### config.mk
export PLATFORM = sky130hd
export DESIGN_NAME = mem_access_unit
export DESIGN_NICKNAME = d
export VERILOG_FILES = /design/src/rtl/mem_access_unit.sv
export SDC_FILE = /design/constraint.sdc
export NUM_CORES = 1
export LEC_CHECK = 0
export BUFFER_PORTS_ARGS = -buffer_cell sky130_fd_sc_hd__buf_2
export CORE_MARGIN = 2
export CORE_UTILIZATION = 53
export DETAILED_ROUTE_END_ITERATION = 7
export PLACE_DENSITY = 0.81
export REMOVE_ABC_BUFFERS = 1
export SLEW_MARGIN = 20
export SYNTH_ARGS = -nofsm -noshare
export SYNTH_HDL_FRONTEND = slang
export SYNTH_SLANG_ARGS = --single-unit
### constraint.sdc
create_clock -name clk -period 3 [get_ports clk]
set_input_delay 0.6 -clock clk [delete_from_list [all_inputs] [get_ports clk]]
set_output_delay 0.6 -clock clk [all_outputs]
set_load 0.01 [all_outputs]
### src/rtl/mem_access_unit.sv
// Load/store sequencer between the CPU datapath and a word-addressed data RAM.
// Optional MAU_ALIGN_CHECK_EN enables misalignment detection and the err flag.
module mem_access_unit (
    input  logic        clk,
    input  logic        rst_n,
    input  logic        req,
    input  logic        we,
    input  logic [1:0]  size,
    input  logic        sign_ext,
    input  logic [31:0] addr,
    input  logic [31:0] wdata,
    output logic [31:0] rdata,
    output logic        done,
    output logic        busy,
    output logic        err,
    output logic        ram_we,
    output logic [31:0] ram_addr,
    output logic [31:0] ram_wdata,
    input  logic [31:0] ram_rdata
);

    typedef enum logic [1:0] {IDLE, ACCESS, WRITE, DONE} state_t;

    typedef struct packed {
        logic        we;
        logic [1:0]  size;
        logic        sx;
        logic [1:0]  lo;
        logic [31:0] wdata;
    } req_t;

    state_t      state, state_nxt;
    req_t        cur;
    logic [31:0] base;
    logic [31:0] load_val;
    logic [31:0] merged;
    logic        misal;
    logic        is_sub;

`ifdef MAU_ALIGN_CHECK_EN
    assign misal = ((size == 2'b01) && addr[0]) || (size[1] && (addr[1:0] != 2'b00));
`else
    assign misal = 1'b0;
`endif

    assign is_sub = ~cur.size[1];

    // Lane extraction; the lane index drops the low bits a half/word ignores.
    always_comb begin
        load_val = ram_rdata;
        case (cur.size)
            2'b00: begin
                load_val = {24'h0, ram_rdata[{cur.lo, 3'b000} +: 8]};
                if (cur.sx && load_val[7]) load_val[31:8] = 24'hFF_FFFF;
            end
            2'b01: begin
                load_val = {16'h0, ram_rdata[{cur.lo[1], 4'b0000} +: 16]};
                if (cur.sx && load_val[15]) load_val[31:16] = 16'hFFFF;
            end
            default: load_val = ram_rdata;
        endcase
    end

    always_comb begin
        merged = base;
        case (cur.size)
            2'b00:   merged[{cur.lo, 3'b000} +: 8]     = cur.wdata[7:0];
            2'b01:   merged[{cur.lo[1], 4'b0000} +: 16] = cur.wdata[15:0];
            default: merged = cur.wdata;
        endcase
    end

    always_ff @(posedge clk or negedge rst_n) begin
        if (!rst_n) state <= IDLE;
        else        state <= state_nxt;
    end

    always_comb begin
        state_nxt = state;
        case (state)
            IDLE:    if (req) state_nxt = misal ? DONE : ACCESS;
            ACCESS:  state_nxt = (cur.we && is_sub) ? WRITE : DONE;
            WRITE:   state_nxt = DONE;
            DONE:    state_nxt = IDLE;
            default: state_nxt = IDLE;
        endcase
    end

    // Write strobe is a pure state decode so reset drops it immediately.
    always_comb begin
        busy      = (state != IDLE);
        done      = (state == DONE);
        ram_we    = 1'b0;
        ram_wdata = 32'h0;
        if (state == ACCESS && cur.we && !is_sub) begin
            ram_we    = 1'b1;
            ram_wdata = cur.wdata;
        end else if (state == WRITE) begin
            ram_we    = 1'b1;
            ram_wdata = merged;
        end
    end

    always_ff @(posedge clk or negedge rst_n) begin
        if (!rst_n) begin
            cur      <= '0;
            base     <= 32'h0;
            rdata    <= 32'h0;
            ram_addr <= 32'h0;
        end else begin
            if (state == IDLE && req) begin
                cur      <= '{we: we, size: size, sx: sign_ext, lo: addr[1:0], wdata: wdata};
                ram_addr <= {addr[31:2], 2'b00};
            end
            if (state == ACCESS) begin
                if (!cur.we)     rdata <= load_val;
                else if (is_sub) base  <= ram_rdata;
            end
        end
    end

`ifdef MAU_ALIGN_CHECK_EN
    always_ff @(posedge clk or negedge rst_n) begin
        if (!rst_n)                  err <= 1'b0;
        else if (state == IDLE && req) err <= misal;
    end
`else
    assign err = 1'b0;
`endif

endmodule
==> metrics <==
status=complete, no violations; worst min-delay path class=input pin to asynchronous set/reset pin; Pwr Total=10800 uW; Final HPWL DP=14.6 mm; Fin. Hold Viols=0; Main synth FF type=dfrtp_1; WL per Instance=19.9 um; die area=0.0144 mm2; DR DRC count=0; total gr overflow=0; post-route cell area=0.00906 mm2; most common cell after layout, fill and taps aside=buf_2; total of max-cap violations=0; post-synthesis cell count=672; number of setup violations in the final report=0; minimum clock period=2.95 ns; initial DRC count=707; FMAX=339 MHz; Slew @ Worst Pin=0.690 ns; Final Max Tran Viols=0; PortBufs=199; slack of the critical path=0.0471 ns; final wirelength=21.1 mm; Crit path arrival time=2.35 ns; Slew HR=54.0%; total track usage=29.4%; first-pass GRT wire length=32.5 mm; Die W=120 um; RD Place Congestion=0.924; CTS clock-pin slew for the worst setup and hold paths=0.06 ns; cell row count=42; Setup Crit Path Kind=flip-flop to primary output; Netlist cell types=54; Setup WS pre-CTS=0.229 ns; layout cell share with drive strength beyond 1=44.9%; VDD IR-drop max=0.701 mV; CTS root buffer=clkbuf_16; final design utilization=68.7%; LEAKAGE=0.00427 uW; Seq cells post-synth=134; Vias/cell=6.04; average cell area after synthesis=10.6 um2; Final ANT Viol Nets=0; Crit. End Element=primary output; Core Box Area=0.0132 mm2; Vias=6385; Post-synth EDFFs=0; commonest cells after routing, fill and taps aside=buf_2, dfrtp_1, mux2_2, nand2_1, o21ai_0; kind of start point of the critical path=flip-flop; fraction of registers with async set/reset=100%; Yosys top cell area share=47.1%; yosys warns=0; First-pass DRT Iterations=5; clk sinks=134; pin count of the biggest net entering global routing=75; nets=980; I/O pin cnt=203; CTS tree=yes; clock buffer depth=2; H-Tree Level Count=4; Die H=120 um; Post-DP Area=0.00831 mm2; PD cells=1200 mW/mm2; sequential fraction of the synthesis area=47.1%; Skew-Pair Late Insertion Delay=0.43 ns; Post-Synthesis Cell Area=0.00713 mm2; Setup Skew=0.00720 ns; fillers=1001; Yosys top cell by area=dfrtp_1; crit-path max FO=12; WP data required=2.40 ns; top area cells in the synthesized netlist=dfrtp_1, mux2_2, o21ai_0; Starting Density=54.0%; cts bufs inserted=17; vias in the first global route=6110; final clock period utilization by the worst path=98.4%; Layout area overhead=27.2%; unrepaired setup endpoints after global routing=true; initial antenna violation count=1
## where the power goes
part	internal, uW	switching (uW)
logic	2380	2760
clock network	1310	829
registers	2720	841
total	6420	4430
## layer usage
layer,vias to the layer above,GRT usage (%),wire length (um),part of all wire (%)
li1,2848,-,-,-
met1,3095,38.5,8300,39
met2,399,45.2,9830,47
met5,-,0,0,0
met3,43,9.60,2400,11
met4,0,11.8,551,2.6
## synthesized netlist by cell type (7+ instances only)
| library cell | n |
|---|---|
| ha_1 | 10 |
| nand3_1 | 46 |
| nor2b_1 | 12 |
| a21o_1 | 7 |
| buf_2 | 22 |
| inv_1 | 25 |
| dfrtp_1 | 134 |
| o21ai_0 | 48 |
| nand2_1 | 55 |
| clkbuf_1 | 17 |
| a21oi_1 | 35 |
| mux2_2 | 106 |
| o32ai_1 | 8 |
| a32oi_1 | 14 |
| a22o_1 | 7 |
| nor2_1 | 19 |
| o2111ai_1 | 7 |
| a22oi_1 | 25 |
| buf_4 | 8 |
## per-stage QoR
| stage | hold WS (ns) | TNS [ns] | instances |
|---|---|---|---|
| final | 0.183 | 0 | 1057 |
| after global routing | 0.239 | -0.0732 | 1056 |
| after detailed placement | 0.478 | 0 | 1021 |
| after global placement | 0.464 | 0 | 1021 |
| after floorplan | 0.304 | -16.78 | 619 |
| after CTS | 0.210 | -0.00257 | 1054 |
## worst max-delay path: stages (launching register included)
cell and delay (ns):
dfrtp_1 0.43, inv_2 0.09, ha_4 0.18, buf_6 0.14, nor4_1 0.25, and4_4 0.34, a32o_1 0.19, a211o_1 0.15
buf_2 0.15
## registers in the layout, indices dropped and copies added, names as in the netlist
name      count
cur          38
base         32
rdata        32
ram_addr     30
state         2
## worst paths after layout
path,from,endpoint,slack (ns),cells after the start
worst max-delay path,cur[33],ram_wdata[12],0.05,8
worst max register to register,state[1],rdata[14],0.95,6
worst min register to register,rdata[15],rdata[15],0.49,2
min in group clk,addr[4],ram_addr[4],0.40,2
worst min-delay path,rst_n,ram_addr[31],0.18,1
max in group asynchronous,rst_n,base[30],2.09,2
## repair_timing
item                                    CTS  global route
hold buffers                              0             0
gates resized for setup                   9            20
cloned                                    0             1
endpoints found under the setup margin   23            32
pin swaps                                 2             0
setup buffers                             1             1
## kinds of logic (layout without fill, tap and decap cells)
family          after synthesis  in the layout  synth area share [%]
mux                         112            112                  17.6
other cells                   1              4                0.0526
fa+ha+maj                    10             10                  1.76
flops                       134            134                  47.1
simple gates                159            159                  11.6
buf+inv                      80            286                  5.25
compound gates              176            176                  16.6
## final cells by class
cell class | instances | area (um2) | area share, %
Sequential cell | 134 | 3360 | 37.0
Clock inverter | 14 | 174 | 1.92
Antenna cell | 1 | 2.50 | 0.0276
Inverter | 25 | 93.8 | 1.04
Tap cell | 176 | 220 | 2.43
Multi-Input combinational cell | 460 | 3490 | 38.5
Clock buffer | 18 | 429 | 4.73
Timing Repair Buffer | 229 | 1300 | 14.4
(Power assumes the default switching activity.)
